**src/rtl/vram_arbiter.sv**
```systemverilog
// vram_arbiter: single-port nametable VRAM slot arbiter (renderer priority, CPU anti-starvation) with mirroring
module vram_arbiter #(
  parameter int STARVE_LIMIT = 3
) (
  input  logic        clk,
  input  logic        rst_n,
  input  logic        clk_en,
  input  logic [1:0]  mirror,
  input  logic        ren_req,
  input  logic [13:0] ren_addr,
  output logic [7:0]  ren_data,
  output logic        ren_valid,
  output logic        ren_miss,
  input  logic        cpu_req,
  input  logic        cpu_we,
  input  logic [13:0] cpu_addr,
  input  logic [7:0]  cpu_wdata,
  output logic [7:0]  cpu_rdata,
  output logic        cpu_ack,
  output logic        cpu_range_err,
  output logic [10:0] vram_addr,
  output logic        vram_we,
  output logic [7:0]  vram_wdata,
  input  logic [7:0]  vram_rdata
);
  typedef enum logic [1:0] {IDLE, REN, CPU} slot_t;
  slot_t state, next;
  logic [13:0] addr_q;
  logic we_q;
  logic [7:0] wdata_q;
  logic [1:0] mirror_q;
  logic [3:0] wait_cnt;
  logic busy, starve, in_range, page;
  // a request whose slot or ack is still in flight is neither re-granted nor counted as waiting
  always_comb begin
    busy = state == CPU || cpu_ack;
    starve = cpu_req && !busy && wait_cnt == 4'(STARVE_LIMIT);
    next = starve ? CPU : ren_req ? REN : (cpu_req && !busy) ? CPU : IDLE;
    in_range = addr_q[13] && addr_q[13:8] != 6'h3F;
    page = mirror_q == 2'b00 ? addr_q[11] : mirror_q == 2'b01 ? addr_q[10] : mirror_q[0];
  end
  assign vram_addr = {page, addr_q[9:0]};
  assign vram_we = state == CPU && we_q && in_range;
  assign vram_wdata = wdata_q;
  always_ff @(posedge clk or negedge rst_n) begin
    if (!rst_n) begin
      state <= IDLE;
      addr_q <= '0;
      we_q <= 1'b0;
      wdata_q <= '0;
      mirror_q <= '0;
      wait_cnt <= '0;
      ren_data <= '0;
      ren_valid <= 1'b0;
      ren_miss <= 1'b0;
      cpu_rdata <= '0;
      cpu_ack <= 1'b0;
      cpu_range_err <= 1'b0;
    end else if (clk_en) begin
      state <= next;
      if (next == CPU) begin
        addr_q <= cpu_addr;
        we_q <= cpu_we;
        wdata_q <= cpu_wdata;
        mirror_q <= mirror;
      end else if (next == REN) begin
        addr_q <= ren_addr;
        we_q <= 1'b0;
        mirror_q <= mirror;
      end
      wait_cnt <= (!cpu_req || busy || next == CPU) ? '0 :
                  (next == REN && wait_cnt != 4'(STARVE_LIMIT)) ? wait_cnt + 4'd1 : wait_cnt;
      ren_miss <= starve && ren_req;
      ren_valid <= state == REN;
      if (state == REN) ren_data <= vram_rdata;
      cpu_ack <= state == CPU;
      cpu_range_err <= state == CPU && !in_range;
      if (state == CPU) cpu_rdata <= (in_range && !we_q) ? vram_rdata : '0;
    end
  end
endmodule

```
**config.mk**
```make
export PLATFORM = sky130hd
export DESIGN_NAME = vram_arbiter
export DESIGN_NICKNAME = d
export VERILOG_FILES = /design/src/rtl/vram_arbiter.sv
export SDC_FILE = /design/constraint.sdc
export NUM_CORES = 1
export LEC_CHECK = 0
export ABC_CLOCK_PERIOD_IN_PS = 2900
export BUFFER_PORTS_ARGS = -buffer_cell sky130_fd_sc_hd__buf_4
export CAP_MARGIN = 30
export CORE_MARGIN = 1.5
export CORE_UTILIZATION = 48
export CTS_CLUSTER_SIZE = 16
export DETAILED_ROUTE_END_ITERATION = 8
export GPL_TIMING_DRIVEN = 1
export MAX_ROUTING_LAYER = met4
export PLACE_DENSITY = 0.77
export SLEW_MARGIN = 20
export SYNTH_ARGS = -nofsm -noshare
export SYNTH_HDL_FRONTEND = slang
export SYNTH_SLANG_ARGS = --single-unit
export TNS_END_PERCENT = 1
```
**constraint.sdc**
```tcl
create_clock -name clk -period 2.9 [get_ports clk]
set_clock_uncertainty 0.1 [all_clocks]
set_input_delay 0.145 -clock clk [delete_from_list [all_inputs] [get_ports clk]]
set_output_delay 0.145 -clock clk [all_outputs]
set_load 0.1 [all_outputs]
```
==> results.txt, run 1 <==
Row count -> 25
Die X -> 72.3 um
Crit Reg-Reg Endpoint -> wait_cnt[0]
Clk sink count -> 51
Ports -> 92
Hold path depth -> 3
Area contributors post-synth -> dfrtp_1 (55%), mux2_2 (9.8%), nand2_1 (6.5%), mux2i_1 (6.1%), o21ai_0 (6.1%)
Detailed Routing Iterations Pass 1 -> 4
DPL Wire Length -> 3.64 mm
Hold Path Class -> primary input to flop
Syn Nets -> 262
Final min period -> 2.65 ns
CTS Buffer Depth -> 2
Syn_area_per_cell -> 11.1 um^2
Status -> finished clean
Rel. slew slack -> 57.1%
Core area -> 4660 um^2
DR DRC count -> 0
Clock H-tree levels -> 2
Top-count cell post-synth -> dfrtp_1
DIE AREA -> 5230 um^2
WL final -> 5.24 mm
Post-synth EDFFs -> 0
Overflow after GRT -> 0
Tightest Pin Transition -> 0.644 ns
Root buf cell -> clkbuf_8
Pin count of the biggest net entering global routing -> 52
Yosys reg bits -> 51
Maximum operating frequency -> 377 MHz
Setup Buffers After CTS -> 0
Diode count -> 0
Reg2reg path depth -> 8
RSZ-0062 raised after global routing -> false
Worst setup SP type -> flop
Ys async rst share -> 100%
WHS -> 0.00836 ns
Lkg Pwr -> 0.00158 uW
Primary FF master, synth -> dfrtp_1
Worst skew pair latency -> 0.29 ns
Placer congestion estimate -> 0.870
Initial DRC count -> 95
Wire per inst -> 14.4 um
Worst Setup End Kind -> flop
Yosys cell types -> 34
Hold Crit Start -> cpu_we
Post-CTS sizing -> 0
Vias per cell -> 5.08
Crit path max fanout -> 4
Final Hold Fails -> 0
Setup TNS -> 0 ns
Most frequent cells after synthesis -> dfrtp_1 (51), nand2_1 (40), o21ai_0 (28)
Vias in the first global route -> 1878
Setup-failing EPs final -> 0
Initial Util -> 49.5%
Total CTS buffers -> 5
Seq/Total Area, Yosys -> 55.3%
WP data required -> 3.03 ns
Max cap viols -> 0
Share of the synthesized area in the top cell type -> 55.3%
Synth Instances -> 207
Post-DRT Antenna Nets -> 0
Port Buf Inserts -> 91
Cell taking the most area after synthesis -> dfrtp_1
PwrDens -> 894 nW/um^2
CTS tree -> yes
P&R area growth vs syn -> 41.7%
Share of cells above drive strength 1 -> 41.1%
RR Startpoint -> wait_cnt[0]
Total GRT Usage -> 21.5%
Vias -> 1845
Worst vdd ir -> 0.633 mV
Hold path endpoint -> we_q
Worst setup path category -> flop to flop
First-pass GRT wire length -> 8.62 mm
Part of the cycle the worst path needs -> 91.4%
Critical Path AT -> 2.78 ns
Fin. max-slew vios -> 0
Die Y -> 72.3 um
Layout Nets -> 364
Reg2Reg Setup Slack -> 0.25 ns
Cell area after synthesis -> 2310 um^2
Worst-path clk slew -> 0.09 ns
Synth warn -> 0
Initial antenna violation count -> 0
[cell type report]
class / count / area [um^2]
clock inverter: 2 / 37.5
tap: 54 / 67.6
inverter: 4 / 15.0
multi-input combinational: 133 / 900
timing repair buffer: 114 / 903
fill: 357 / 1390
clock buffer: 5 / 68.8
sequential: 51 / 1280
[cells by family after synthesis]
kind of cell / share of synthesized area, %
buffers and inverters: 5.64
AO/OA/AOI/OAI: 9.01
flip-flops: 55.3
AND/OR/NAND/NOR: 11.9
adder cells (fa/ha/maj): 1.63
multiplexers: 16.5
[power by group]
| group | total, uW | switching, uW | internal [uW] |
|---|---|---|---|
| Combinational | 1500 | 1170 | 337 |
| Sequential | 942 | 83.3 | 859 |
| Clock | 475 | 223 | 252 |
| Total | 2920 | 1470 | 1450 |
[layer usage]
metal  vias up  track usage [%]  wire (um)  share of wire, %
met5         -                -          0                 0
met4         0             4.19         34              0.65
met3         4             3.61        176               3.4
met2        49             37.8       2850                54
met1       890             26.4       2180                42
li1        902                -          -                 -
[how the worst max path moves through the flow]
stage,from,to,slack [ns],cells after the start
finish,wait_cnt[0],wait_cnt[0],0.25,8
global route,wait_cnt[0],addr_q[7],0.03,8
CTS,wait_cnt[0],addr_q[6],0.24,8
detailed placement,wait_cnt[0],addr_q[6],0.27,8
global placement,wait_cnt[0],addr_q[13],0.39,9
floorplan,cpu_ack,addr_q[10],0.15,9
[layout by cell type (no fill, tap or decap), types with 3 or more instances in the layout]
| cell | n |
|---|---|
| buf_4 | 95 |
| clkbuf_8 | 5 |
| dfrtp_1 | 51 |
| dlygate4sd3_1 | 19 |
| ha_1 | 3 |
| inv_1 | 4 |
| mux2_2 | 20 |
| mux2i_1 | 14 |
| nand2_1 | 40 |
| nand2b_1 | 3 |
| o21ai_0 | 28 |
[flip-flops by register name, indices dropped and copies added, names as in the netlist]
register and cells:
cpu_range_err 1, cpu_ack 1, ren_data 8, vram_wdata 8, ren_miss 1, cpu_rdata 8
mirror_q 2, wait_cnt 4, addr_q 14, we_q 1, state 2, ren_valid 1
[what timing repair did]
item	in CTS	in global routing
endpoints found under the hold margin	70	2
setup endpoints to repair	0	0
hold buffers	18	1
[worst max-delay path: stages, from the launching register on]
cell and delay (ns):
dfrtp_1 0.39, ha_1 0.20, or3b_1 0.39, or3_1 0.35, and2_4 0.18, ha_1 0.21
and2_2 0.19, o41ai_1 0.35, mux2_2 0.24
[stage by stage]
stage / setup WS, ns / util (%) / area (um^2) / instances / total power, uW
floorplan: 0.150 / - / 2310 / 207 / 2140
global placement: 0.388 / 63.8 / 2970 / 337 / 2420
detailed placement: 0.274 / 63.8 / 2970 / 337 / 2440
CTS: 0.244 / 69.9 / 3260 / 362 / 2930
global route: 0.0300 / 70.1 / 3270 / 363 / 3030
finish: 0.250 / 70.1 / 3270 / 363 / 2920
Note: power is estimated with default switching activity, not from simulation.
==> run 2, diff against run 1 <==
--- a/config.mk
+++ b/config.mk
@@ -9,12 +9,12 @@
 export BUFFER_PORTS_ARGS = -buffer_cell sky130_fd_sc_hd__buf_4
 export CAP_MARGIN = 30
 export CORE_MARGIN = 1.5
-export CORE_UTILIZATION = 48
+export CORE_UTILIZATION = 45
 export CTS_CLUSTER_SIZE = 16
 export DETAILED_ROUTE_END_ITERATION = 8
 export GPL_TIMING_DRIVEN = 1
 export MAX_ROUTING_LAYER = met4
-export PLACE_DENSITY = 0.77
+export PLACE_DENSITY = 0.73
 export SLEW_MARGIN = 20
 export SYNTH_ARGS = -nofsm -noshare
 export SYNTH_HDL_FRONTEND = slang
==> run 2 against run 1 <==
Effect of this change: via count decreased by 1.0%; final cell count increased by 4.1%; die area increased by 6.4%; register-to-register slack got worse by 0.06 ns; sequential power about the same; total power increased by 0.94%; critical path depth increased by 1.
==> results.txt, run 2 (synthesis gave the netlist of run 1 again) <==
Wire per inst -> 13.9 um
Clk pwr share -> 17.1%
Vias in the first global route -> 1797
Initial Util -> 47.9%
Clk sink count -> 51
WP data required -> 2.98 ns
Reg2reg path depth -> 9
Worst setup SP type -> flop
FILL cells -> 407
Core area -> 4820 um^2
Top reg by flops -> addr_q
Critical Path AT -> 2.79 ns
Diode count -> 0
Int Pwr -> 1480 uW
Cell area after placement -> 2980 um^2
Crit path max fanout -> 13
Port Buf Inserts -> 91
Vias per cell -> 4.83
Die X -> 74.6 um
Setup TNS -> 0 ns
Lkg Pwr -> 0.00160 uW
Tightest Pin Transition -> 0.646 ns
Overflow after GRT -> 0
Detailed Routing Iterations Pass 1 -> 4
Maximum operating frequency -> 368 MHz
Total GRT Usage -> 20.5%
Worst setup path endpoint -> addr_q[4]
Ports -> 92
CTS Buffer Depth -> 2
Final min period -> 2.71 ns
Reg2Reg Setup Slack -> 0.19 ns
Fin. max-slew vios -> 0
Status -> finished clean
Pin count of the biggest net entering global routing -> 52
RR Startpoint -> wait_cnt[0]
Crit Reg-Reg Endpoint -> addr_q[4]
Worst Setup End Kind -> flop
Worst setup path category -> flop to flop
Switching power of the nets -> 1470 uW
Commonest non-fill, non-tap cells in the layout -> buf_4 (94), dfrtp_1 (51), nand2_1 (40)
Total CTS buffers -> 5
Share of cells above drive strength 1 -> 41.2%
Max cap viols -> 0
DPL Wire Length -> 3.56 mm
DR DRC count -> 0
Hold Path Class -> primary input to flop
WL final -> 5.24 mm
Switch share -> 49.9%
Largest register FFs -> 14
Row count -> 25
Vias -> 1826
Worst vdd ir -> 0.587 mV
Part of the cycle the worst path needs -> 93.6%
Worst-path clk slew -> 0.09 ns
PwrDens -> 890 nW/um^2
Design Area, Final -> 3310 um^2
Rel. slew slack -> 56.9%
CTS tree -> yes
Worst skew pair latency -> 0.30 ns
Initial DRC count -> 93
Commonest non-fill, non-tap cell in the layout -> buf_4
Clock H-tree levels -> 2
Setup-failing EPs final -> 0
Post-DRT Antenna Nets -> 0
Layout Nets -> 365
Logic gate share of total power -> 50.9%
First-pass GRT wire length -> 8.24 mm
Final Hold Fails -> 0
DIE AREA -> 5560 um^2
Placer congestion estimate -> 0.743
Seq pwr share -> 32.0%
Initial antenna violation count -> 0
Worst setup path start -> wait_cnt[0]
P&R area growth vs syn -> 43.7%
Root buf cell -> clkbuf_8
RSZ-0062 raised after global routing -> false
Setup Buffers After CTS -> 0
Die Y -> 74.6 um
==> run 2: critical path, stage by stage (launching register included) <==
cell and delay (ns):
dfrtp_1 0.38, ha_1 0.19, or3b_1 0.40, or3_1 0.35, and2_4 0.18, inv_1 0.05, ha_1 0.30, buf_4 0.32
mux2i_1 0.22, o21ai_0 0.10
==> run 2: worst min-delay path by stage <==
| stage | startpoint | end | slack (ns) | depth (start not counted) |
|---|---|---|---|---|
| floorplan | rst_n | addr_q[0] | -0.25 | 0 |
| detailed placement | rst_n | addr_q[0] | 0.12 | 1 |
| global placement | rst_n | addr_q[0] | 0.11 | 1 |
| global route | ren_addr[11] | addr_q[11] | 0.04 | 3 |
| finish | ren_addr[6] | addr_q[6] | 0.03 | 3 |
| CTS | ren_addr[13] | addr_q[13] | 0.03 | 3 |
==> run 2: repair_timing <==
action                                  CTS  global route
hold endpoints to repair                 75             0
endpoints found under the setup margin    0            10
gates resized for setup                   0             1
hold buffers                             21             0
==> run 2: through the flow <==
step	cells	hold WS (ns)	power, uW	util (%)	setup WS (ns)
2_1_floorplan	207	-0.251	2140	-	0.150
3_3_place_gp	349	0.111	2420	61.9	0.314
3_5_place_dp	349	0.115	2440	61.9	0.219
4_1_cts	378	0.0260	2960	68.7	0.185
5_1_grt	378	0.0383	3060	68.8	0.00542
6_report	378	0.0265	2950	68.8	0.186
==> run 2: routing by layer <==
layer | GRT usage (%) | part of all wire [%] | vias up
li1 | - | - | 907
met1 | 25.4 | 42 | 876
met2 | 34.1 | 53 | 36
met3 | 4.61 | 3.5 | 7
met4 | 4.85 | 1.0 | 0
met5 | - | 0 | -
==> run 2: area by class of cell <==
cell class	count	area, um^2	area share [%]
clock buffers	6	82.6	2.49
clock inverters	2	35.0	1.06
multi-input cells	133	905	27.3
well taps	67	83.8	2.53
flip-flops and latches	51	1280	38.5
repair buffers	115	916	27.6
inverters	4	15.0	0.453
==> run 2: power groups by stage <==
| stage | registers (uW) | clock network (uW) | logic, uW |
|---|---|---|---|
| final | 943 | 505 | 1500 |
| after detailed placement | 956 | 0 | 1480 |
| after floorplan | 1640 | 0 | 498 |
| after global routing | 962 | 548 | 1550 |
| after CTS | 941 | 515 | 1510 |
| after global placement | 951 | 0 | 1470 |
==> run 3, diff against run 2 <==
--- a/config.mk
+++ b/config.mk
@@ -8,12 +8,12 @@
 export ABC_CLOCK_PERIOD_IN_PS = 2900
 export BUFFER_PORTS_ARGS = -buffer_cell sky130_fd_sc_hd__buf_4
 export CAP_MARGIN = 30
-export CORE_MARGIN = 1.5
+export CORE_MARGIN = 4
 export CORE_UTILIZATION = 45
 export CTS_CLUSTER_SIZE = 16
 export DETAILED_ROUTE_END_ITERATION = 8
 export GPL_TIMING_DRIVEN = 1
-export MAX_ROUTING_LAYER = met4
+export HOLD_SLACK_MARGIN = 0.05
 export PLACE_DENSITY = 0.73
 export SLEW_MARGIN = 20
 export SYNTH_ARGS = -nofsm -noshare
==> run 3 against run 2 <==
Effect of this change: die area up 14%; core utilization is 5.0 points higher; final cell count increased by 7.4%; setup slack better by 0.037 ns; sequential power is essentially flat; register-to-register slack better by 0.04 ns; highest routed layer unchanged; hold slack improved by 0.035 ns; combinational power is essentially flat; maximum frequency increased by 1.4%.
==> results.txt, run 3 (synthesis gave the netlist of run 1 again) <==
Port Buf Inserts -> 91
Initial antenna violation count -> 1
Clock H-tree levels -> 2
Initial Util -> 47.6%
Final min period -> 2.68 ns
DPL Wire Length -> 3.75 mm
RR Startpoint -> wait_cnt[0]
Commonest non-fill, non-tap cells in the layout -> buf_4 (96), dfrtp_1 (51), dlygate4sd3_1 (46)
Placer congestion estimate -> 0.756
Post-DRT Antenna Nets -> 0
Commonest non-fill, non-tap cell in the layout -> buf_4
Vias in the first global route -> 2110
CP Cell Sequence -> ha_1 > or3b_1 > a211oi_1 > inv_1 > ha_1 > nand2b_1 > buf_4 > nand2_1 > o21ai_0
Setup TNS -> 0 ns
Post-placement setup slack -> 0.295 ns
Crit Reg-Reg Endpoint -> addr_q[9]
Final Hold Fails -> 0
Rel. slew slack -> 57.9%
Max cap viols -> 0
Hold path endpoint -> addr_q[2]
Pin count of the biggest net entering global routing -> 52
Row count -> 25
Worst-path clk slew -> 0.09 ns
Core area -> 4850 um^2
Die Y -> 79.6 um
PnR Total Power -> 2990 uW
Status -> finished clean
Fin. max-slew vios -> 0
Seq pwr share -> 31.6%
Initial DRC count -> 81
Final WS setup -> 0.223 ns
Top reg by flops -> addr_q
Vias per cell -> 4.80
Crit path max fanout -> 20
Switch share -> 49.7%
Hold Path Class -> primary input to flop
Clk sink count -> 51
Worst vdd ir -> 0.493 mV
Total GRT Usage -> 20.2%
WP data required -> 2.98 ns
Root buf cell -> clkbuf_8
Logic gate share of total power -> 51.4%
CP max stage cell -> a211oi_1
Critical Path AT -> 2.76 ns
Worst setup path category -> flop to flop
Part of the cycle the worst path needs -> 92.3%
Largest register FFs -> 14
Worst setup path start -> wait_cnt[0]
Crit-path max cell delay -> 0.42 ns
Share of cells above drive strength 1 -> 38.2%
CTS tree -> yes
PwrDens -> 835 nW/um^2
Die X -> 79.6 um
FILL cells -> 345
DR DRC count -> 0
Wire per inst -> 14.6 um
Switching power of the nets -> 1490 uW
Worst Setup End Kind -> flop
First-pass GRT wire length -> 9.89 mm
Detailed Routing Iterations Pass 1 -> 4
RSZ-0062 raised after global routing -> false
Tightest Pin Transition -> 0.631 ns
DIE AREA -> 6330 um^2
P&R area growth vs syn -> 55.1%
Lkg Pwr -> 0.00171 uW
Worst Path Buf+Inv -> 2
Setup Buffers After CTS -> 0
Reg2reg path depth -> 9
Setup-failing EPs final -> 0
Maximum operating frequency -> 374 MHz
Ports -> 92
Reg2Reg Setup Slack -> 0.22 ns
Crit path top cell by count -> ha_1
Clk pwr share -> 17.0%
Worst setup SP type -> flop
CTS Buffer Depth -> 2
CP top delay family -> simple AND/OR/NAND/NOR gates
Total CTS buffers -> 5
Footprint of the multi-input gates -> 900 um^2
Layout Nets -> 392
Hold path depth -> 3
WL final -> 5.91 mm
Seq. cell area -> 1280 um^2
Worst skew pair latency -> 0.30 ns
Cell area after placement -> 3000 um^2
Overflow after GRT -> 0
Vias -> 1950
Int Pwr -> 1500 uW
Hold Crit Start -> ren_addr[2]
Design Area, Final -> 3580 um^2
[run 3: layout make-up]
| cell class | instances | share of cell area (%) |
|---|---|---|
| tap | 67 | 2.34 |
| inverter | 4 | 0.420 |
| antenna | 1 | 0.0700 |
| sequential | 51 | 35.7 |
| multi-input combinational | 133 | 25.2 |
| timing repair buffer | 142 | 33.0 |
| clock inverter | 2 | 0.980 |
| clock buffer | 6 | 2.31 |
[run 3: per-stage QoR]
stage / cells / util [%] / hold WS (ns)
floorplan: 207 / - / -0.251
global placement: 351 / 61.8 / 0.112
detailed placement: 351 / 61.8 / 0.109
CTS: 405 / 73.7 / 0.0516
global route: 406 / 73.8 / 0.0612
finish: 406 / 73.8 / 0.0611
[run 3: how the worst max path moves through the flow]
stage | endpoint | slack, ns | cells past startpoint
floorplan | addr_q[10] | 0.15 | 9
global placement | vram_wdata[0] | 0.36 | 8
detailed placement | addr_q[2] | 0.29 | 8
CTS | wait_cnt[0] | 0.26 | 8
global route | addr_q[9] | 0.05 | 9
finish | addr_q[9] | 0.22 | 9
[run 3: repair_timing]
item,4_1_cts,5_1_grt
hold endpoints to repair,92,0
hold buffers,46,0
resized for setup,0,0
[run 3: worst register-to-register path: stages, from the launching register on]
cell and delay [ns]:
dfrtp_1 0.38, ha_1 0.19, or3b_1 0.38, a211oi_1 0.42
inv_1 0.09, ha_1 0.31, nand2b_1 0.23, buf_4 0.24
nand2_1 0.11, o21ai_0 0.10
[run 3: routing by layer]
metal | vias to the layer above | global-route usage (%) | part of all wire [%]
met2 | 57 | 35.1 | 52
met3 | 14 | 4.85 | 4.8
li1 | 962 | - | -
met5 | - | 0 | 0
met4 | 0 | 7.56 | 2.7
met1 | 917 | 24.2 | 41
[run 3: power by group through the flow]
stage | combinational, uW | sequential [uW] | clock [uW]
3_5_place_dp | 1490 | 958 | 0
2_1_floorplan | 498 | 1640 | 0
6_report | 1530 | 944 | 507
4_1_cts | 1540 | 945 | 520
3_3_place_gp | 1480 | 951 | 0
5_1_grt | 1600 | 964 | 552
